===== config.mk =====
export PLATFORM = sky130hd
export DESIGN_NAME = axi4_lite_master_if
export DESIGN_NICKNAME = d
export VERILOG_FILES = /design/src/rtl/axi4_lite_pkg.sv /design/src/rtl/axi4_lite_master_if.sv
export SDC_FILE = /design/constraint.sdc
export NUM_CORES = 1
export LEC_CHECK = 0
export BUFFER_PORTS_ARGS = -buffer_cell sky130_fd_sc_hd__buf_4
export CELL_PAD_IN_SITES_DETAIL_PLACEMENT = 1
export CELL_PAD_IN_SITES_GLOBAL_PLACEMENT = 1
export CORE_MARGIN = 2
export CORE_UTILIZATION = 29
export DETAILED_ROUTE_END_ITERATION = 7
export MAX_ROUTING_LAYER = met4
export PLACE_DENSITY_LB_ADDON = 0.1
export SYNTH_ARGS = -nofsm -noshare
export SYNTH_HDL_FRONTEND = slang
export SYNTH_SLANG_ARGS = --single-unit

===== constraint.sdc =====
create_clock -name clk -period 1.49 [get_ports clk]
set_input_delay 0.0745 -clock clk [delete_from_list [all_inputs] [get_ports clk]]
set_output_delay 0.0745 -clock clk [all_outputs]
set_load 0.1 [all_outputs]

===== src/rtl/axi4_lite_pkg.sv =====
// Shared AXI4-Lite definitions: response codes, data/strobe widths and the
// master FSM state encoding used by axi4_lite_master_if.
package axi4_lite_pkg;

    localparam int DATA_W = 32;
    localparam int STRB_W = 4;

    localparam logic [1:0] RESP_OKAY   = 2'b00;
    localparam logic [1:0] RESP_EXOKAY = 2'b01;
    localparam logic [1:0] RESP_SLVERR = 2'b10;
    localparam logic [1:0] RESP_DECERR = 2'b11;

    typedef enum logic [2:0] {
        IDLE,
        WR_REQ,
        WR_RESP,
        RD_REQ,
        RD_DATA,
        RSP
    } mst_state_e;

endpackage


===== src/rtl/axi4_lite_master_if.sv =====
// Single-outstanding AXI4-Lite master: cmd/rsp register access -> AXI4-Lite.
// Ports: clk, rst (sync, active-high); cmd_* command in; rsp_* response out;
// m_axi_* AXI4-Lite master channels. Optional err_cnt output when the macro
// AXI4_LITE_MASTER_ERRCNT_EN is defined (counts non-OKAY responses).
module axi4_lite_master_if
    import axi4_lite_pkg::*;
#(
    parameter int ADDR_BITS = 32
) (
    input  logic                 clk,
    input  logic                 rst,
    input  logic                 cmd_valid,
    output logic                 cmd_ready,
    input  logic                 cmd_we,
    input  logic [ADDR_BITS-1:0] cmd_addr,
    input  logic [DATA_W-1:0]    cmd_wdata,
    input  logic [STRB_W-1:0]    cmd_wstrb,
    output logic                 rsp_valid,
    input  logic                 rsp_ready,
    output logic [DATA_W-1:0]    rsp_rdata,
    output logic [1:0]           rsp_resp,
`ifdef AXI4_LITE_MASTER_ERRCNT_EN
    output logic [15:0]          err_cnt,
`endif
    output logic [ADDR_BITS-1:0] m_axi_awaddr,
    output logic [2:0]           m_axi_awprot,
    output logic                 m_axi_awvalid,
    input  logic                 m_axi_awready,
    output logic [DATA_W-1:0]    m_axi_wdata,
    output logic [STRB_W-1:0]    m_axi_wstrb,
    output logic                 m_axi_wvalid,
    input  logic                 m_axi_wready,
    input  logic [1:0]           m_axi_bresp,
    input  logic                 m_axi_bvalid,
    output logic                 m_axi_bready,
    output logic [ADDR_BITS-1:0] m_axi_araddr,
    output logic [2:0]           m_axi_arprot,
    output logic                 m_axi_arvalid,
    input  logic                 m_axi_arready,
    input  logic [DATA_W-1:0]    m_axi_rdata,
    input  logic [1:0]           m_axi_rresp,
    input  logic                 m_axi_rvalid,
    output logic                 m_axi_rready
);

    mst_state_e             state_q, state_d;
    logic                   aw_done_q, aw_done_d;
    logic                   w_done_q, w_done_d;
    logic [ADDR_BITS-1:0]   addr_q, addr_d;
    logic [DATA_W-1:0]      wdata_q, wdata_d;
    logic [STRB_W-1:0]      wstrb_q, wstrb_d;
    logic [DATA_W-1:0]      rdata_q, rdata_d;
    logic [1:0]             resp_q, resp_d;
    logic                   aw_hs, w_hs;

    // All valids/readies decode from flops only, never from a ready input.
    assign cmd_ready     = (state_q == IDLE);
    assign rsp_valid     = (state_q == RSP);
    assign m_axi_awvalid = (state_q == WR_REQ) && !aw_done_q;
    assign m_axi_wvalid  = (state_q == WR_REQ) && !w_done_q;
    assign m_axi_bready  = (state_q == WR_RESP);
    assign m_axi_arvalid = (state_q == RD_REQ);
    assign m_axi_rready  = (state_q == RD_DATA);

    assign m_axi_awaddr = addr_q;
    assign m_axi_araddr = addr_q;
    assign m_axi_wdata  = wdata_q;
    assign m_axi_wstrb  = wstrb_q;
    assign m_axi_awprot = 3'b000;
    assign m_axi_arprot = 3'b000;
    assign rsp_rdata    = rdata_q;
    assign rsp_resp     = resp_q;

    assign aw_hs = m_axi_awvalid && m_axi_awready;
    assign w_hs  = m_axi_wvalid && m_axi_wready;

    always_comb begin
        state_d   = state_q;
        aw_done_d = aw_done_q;
        w_done_d  = w_done_q;
        addr_d    = addr_q;
        wdata_d   = wdata_q;
        wstrb_d   = wstrb_q;
        rdata_d   = rdata_q;
        resp_d    = resp_q;
        unique case (state_q)
            IDLE: begin
                if (cmd_valid) begin
                    addr_d    = cmd_addr;
                    wdata_d   = cmd_wdata;
                    wstrb_d   = cmd_wstrb;
                    aw_done_d = 1'b0;
                    w_done_d  = 1'b0;
                    state_d   = cmd_we ? WR_REQ : RD_REQ;
                end
            end
            WR_REQ: begin
                if (aw_hs) aw_done_d = 1'b1;
                if (w_hs)  w_done_d  = 1'b1;
                // Both handshakes may land in the same or different cycles.
                if ((aw_done_q || aw_hs) && (w_done_q || w_hs))
                    state_d = WR_RESP;
            end
            WR_RESP: begin
                if (m_axi_bvalid) begin
                    resp_d  = m_axi_bresp;
                    rdata_d = '0;
                    state_d = RSP;
                end
            end
            RD_REQ: begin
                if (m_axi_arready) state_d = RD_DATA;
            end
            RD_DATA: begin
                if (m_axi_rvalid) begin
                    rdata_d = m_axi_rdata;
                    resp_d  = m_axi_rresp;
                    state_d = RSP;
                end
            end
            RSP: begin
                if (rsp_ready) state_d = IDLE;
            end
            default: state_d = IDLE;
        endcase
    end

    always_ff @(posedge clk) begin
        if (rst) begin
            state_q   <= IDLE;
            aw_done_q <= 1'b0;
            w_done_q  <= 1'b0;
            addr_q    <= '0;
            wdata_q   <= '0;
            wstrb_q   <= '0;
            rdata_q   <= '0;
            resp_q    <= RESP_OKAY;
        end else begin
            state_q   <= state_d;
            aw_done_q <= aw_done_d;
            w_done_q  <= w_done_d;
            addr_q    <= addr_d;
            wdata_q   <= wdata_d;
            wstrb_q   <= wstrb_d;
            rdata_q   <= rdata_d;
            resp_q    <= resp_d;
        end
    end

`ifdef AXI4_LITE_MASTER_ERRCNT_EN
    logic [15:0] err_cnt_q, err_cnt_d;
    logic        err_evt;

    assign err_evt =
        (m_axi_bready && m_axi_bvalid && (m_axi_bresp != RESP_OKAY)) ||
        (m_axi_rready && m_axi_rvalid && (m_axi_rresp != RESP_OKAY));

    always_comb begin
        err_cnt_d = err_cnt_q;
        if (err_evt && (err_cnt_q != 16'hFFFF))
            err_cnt_d = err_cnt_q + 16'd1;
    end

    always_ff @(posedge clk) begin
        if (rst) err_cnt_q <= '0;
        else     err_cnt_q <= err_cnt_d;
    end

    assign err_cnt = err_cnt_q;
`endif

endmodule


======== Word level (Yosys, flattened, before mapping) ========
Cells that the tools add are included.
Widths: inputs -> output; s select.
storage, ports and cells
  register bits after elaboration ......... 107
  input bits .............................. 114
  output and inout bits ................... 147
  word-level logic and storage cells ...... 57
operators by class
  eq/ne operators ......................... 13
  muxes and demuxes ....................... 19
  reductions and logical operators ........ 17
operator list
  operator            number
  $mux 32             2
  $pmux 32 s2         1
  $mux 3              6
  $pmux 3 s6          1
  $ne 2x2->1 const B  5
  $reduce_and 3->1    3
  $eq 3x2->1 const B  2
  $eq 3x3->1 const B  2
  $mux 2              3
  $ne 2x1->1 const B  3
  $reduce_and 6->1    1
  $logic_and 1x1->1   5
  $pmux 1 s2          2
  $pmux 2 s2          1
  $reduce_bool 2->1   2
  $eq 3x1->1 const B  1
  $logic_not 3->1     1
  $mux 1              3
  $logic_not 1->1     2
  $logic_or 1x1->1    2
  $reduce_and 2->1    1

======== Logic depth before layout (Yosys ltp) ========
  word-level depth ........................ 7
  depth in mapped cells ................... 7
  mapped depth without buffers ............ 4

======== Worst setup path after synthesis ========
Ideal clock, no wire load.
  path kind ............................... reg-to-output
  start point ............................. register state_q[1]
  end point ............................... output m_axi_arvalid
  arrival time ............................ 2.881 ns
  data required time ...................... 1.416 ns
  slack ................................... -1.466 ns
  cell stages (with the launch flop) ...... 4
  buffers on the path ..................... 1
  cell sequence ........................... dfxtp_1 -> buf_2 -> inv_1 -> nor3b_1
on the way
  word-level cells in the longest chain between the ends .. 1
RTL lines
  item                    RTL line                    source
  start, declared         axi4_lite_master_if.sv:46   mst_state_e state_q, state_d;
  start signal, assigned  axi4_lite_master_if.sv:139  state_q <= state_d;
  $eq 3x2->1              axi4_lite_master_if.sv:62   assign m_axi_arvalid = (state_q == RD_REQ);
  end, declared           axi4_lite_master_if.sv:38   output logic m_axi_arvalid,
Every way passes these cells.

======== Worst setup path in the final report ========
  start point ............................. register state_q[0]
  end point ............................... output m_axi_arvalid
The elaborated chain is that of the path after synthesis.

==> results.yml <==
status:
  status: "finished, final reports clean"
setup_path:
  critPathMaxStageDelay_ns: 0.42
  cp_num_buf_inv: 2
  cp-start-kind: "flop"
  critical_path_required_ns: 1.42
  ff2ff_setup_slack_ns: 0.07
  cp_max_fo: 7
  cp.arrival_ns: 1.38
  crit_path_cell_trace: "buf_4 -> nor3b_2 -> buf_6"
  critPathTopFamily: "buffers and inverters"
  crit_slowest_cell: "dfxtp_4"
  crit_type: "flop to output pin"
  endpoint_kind: "output pin"
detailed_routing:
  via_count: 4637
  drt-vias-per-instance: 4.62
  detail_route.drc_violations: 0
  ant_nets: 0
  routed_wl_um: 15900
  drt_first_pass_iters: 6
  wl_per_cell_um: 15.8
  drtIter0Drc: 192
finish:
  drive_gt1_frac: 0.409
  multi_input_area_sq_um: 1710
  utilization: 0.536
  n_fill_cell: 1649
  syn_to_final_growth_pct: 82.3
  antennaDiodeCount: 0
  nNetsFinal: 929
  seq_area_sq_um: 2150
synth:
  async_flop_share: 0
  avgSynthCellArea_sq_um: 8.48
  synth_top_area_cell: "dfxtp_1"
  seq_area_frac_synth: 0.507
  ys.flop_type: "dfxtp_1"
  ys_types: 32
  ys_seq_elements: 107
  yosys-top-cells-area: "dfxtp_1 51%, nand2_1 12%, a21oi_1 7.1%"
  synth-edff-count: 0
  yosysTopAreaCellShare: 0.507
  synthCells: 498
  yosysWarnings: 0
  netlist_area_sq_um: 4220
floorplanning:
  die_h_um: 125
  rows: 44
  die_w_um: 125
  coreArea_sq_um: 14400
  io_pins: 261
  dieArea_sq_um: 15500
  start_util: 0.294
clocking:
  root_buffer: "clkbuf_16"
  cts.sinks: 107
  clk_path_buf_depth: 2
  cts_tree: "built"
  cts_buffers: 9
  cts_htree_levels: 3
  worstSkewPairLatency_ns: 0.35
  path_clk_slew_ns: 0.07
timing:
  period_share: 0.975
  tns_ns: 0
  post-route-min-period_ns: 1.45
  clock-skew-final_ns: 0.00599
  hold_violations: 0
  drv_slew: 0
  finalSetupViolCount: 0
  fmax_mhz: 688
  fin_ws_ns: 0.0375
  rsz0062_at_grt: "true"
global_route:
  grt-ovfl-total: 0
  first_global_vias: 4982
  grt_first_pass_wirelength_um: 25500
  grt_max_degree: 39
  antenna_found_initial: 0
  grt_use_total: 0.208
placed_design:
  dp_hpwl_um: 10400
  gp_congestion: 0.764
  dp_slack_ns: -0.0236
  io_buffers: 254
power_and_ir_drop:
  p_per_area_nw_per_um2: 2010
  finalPower_w: 0.0155
  vdd_drop_max_v: 0.000961
  power_leakage_nw: 3.43
worst_hold_path:
  hold_class: "input pin to flop"
job:
  drv_cap: 0
==> synth_stat cells, drive strengths merged, types with 2 or more instances <==
cell and instances:
a21oi 70, a22oi 33, buf 56, clkbuf 19
dfxtp 107, inv 2, mux2 2, mux2i 5
nand2 140, nand2b 2, nand3b 3, nor2 40
nor3 3, nor3b 3, nor4bb 2, o21ai 3
==> worst register-to-register path: stages, from the launching register on <==
cell and delay (ns):
dfxtp_4 0.41, buf_4 0.14, nand3b_1 0.08, a21o_1 0.23, buf_12 0.19, a22oi_1 0.21, nor2_1 0.06
==> final cells by class <==
cell class / instances / share of cell area
Sequential cell: 107 / 0.280
Tap cell: 184 / 0.0299
Multi-Input combinational cell: 319 / 0.222
Clock inverter: 7 / 0.0161
Inverter: 2 / 0.000975
Timing Repair Buffer: 376 / 0.422
Clock buffer: 9 / 0.0293
==> sequential cells by signal (all words and copies together), names as in the netlist <==
name and count:
rsp_rdata 32, m_axi_wstrb 4, state_q 3, rsp_resp 2, aw_done_q 1, m_axi_araddr 32, m_axi_wdata 32, w_done_q 1
==> worst paths after layout <==
| check | depth (start not counted) | endpoint | startpoint |
|---|---|---|---|
| max reg2reg | 6 | rsp_rdata[4] | state_q[1] |
| max | 3 | m_axi_arvalid | state_q[0] |
| min reg2reg | 2 | m_axi_wdata[3] | m_axi_wdata[3] |
| min | 3 | rsp_rdata[29] | m_axi_rdata[29] |
==> placed cells by master, fill, tap and decap left out, drive strengths merged, types with 3 or more instances in the layout <==
| master | count |
|---|---|
| buf | 275 |
| nand2 | 140 |
| dfxtp | 107 |
| dlygate4sd3 | 101 |
| a21oi | 70 |
| nor2 | 40 |
| a22oi | 33 |
| clkbuf | 9 |
| conb | 6 |
| mux2i | 5 |
| nand3b | 3 |
| bufinv | 3 |
| nor3 | 3 |
| inv | 3 |
| nor3b | 3 |
| o21ai | 3 |
==> metrics by stage <==
stage	hold WS (ns)	cells	instance area, sq um
after global placement	0.322	883	6220
after detailed placement	0.332	883	6220
after global routing	0.0188	1004	7700
final	0.00605	1004	7700
after floorplan	0.201	503	4390
after CTS	0.00807	1003	7640
==> report_power, final <==
group | switching (W) | total [W] | internal (W)
clock network | 0.00113 | 0.00279 | 0.00166
registers | 0.000399 | 0.00375 | 0.00335
logic | 0.00669 | 0.00895 | 0.00226
total | 0.00822 | 0.0155 | 0.00727
==> per-layer routing <==
| layer | up-vias | global-route usage | routed length, um |
|---|---|---|---|
| met5 | - | - | 0 |
| li1 | 2234 | - | - |
| met1 | 2187 | 0.223 | 6360 |
| met3 | 39 | 0.0481 | 840 |
| met4 | 0 | 0.0978 | 590 |
| met2 | 177 | 0.364 | 8060 |
==> cells by family (layout without fill, tap and decap cells) <==
kind of cell / after synthesis / after routing / share of synthesized area
other cells: 1 / 6 / 0.000888
flops: 107 / 107 / 0.507
mux: 7 / 7 / 0.0172
compound gates: 110 / 110 / 0.165
buf+inv: 77 / 394 / 0.114
simple gates: 196 / 196 / 0.195
==> what timing repair did <==
action,CTS,global route
buffers inserted,3,1
hold buffers,101,0
endpoints found under the hold margin,101,0
setup endpoints to repair,33,20
pin swaps,0,1
gates resized for setup,10,13
Note: power is estimated with default switching activity, not from simulation.
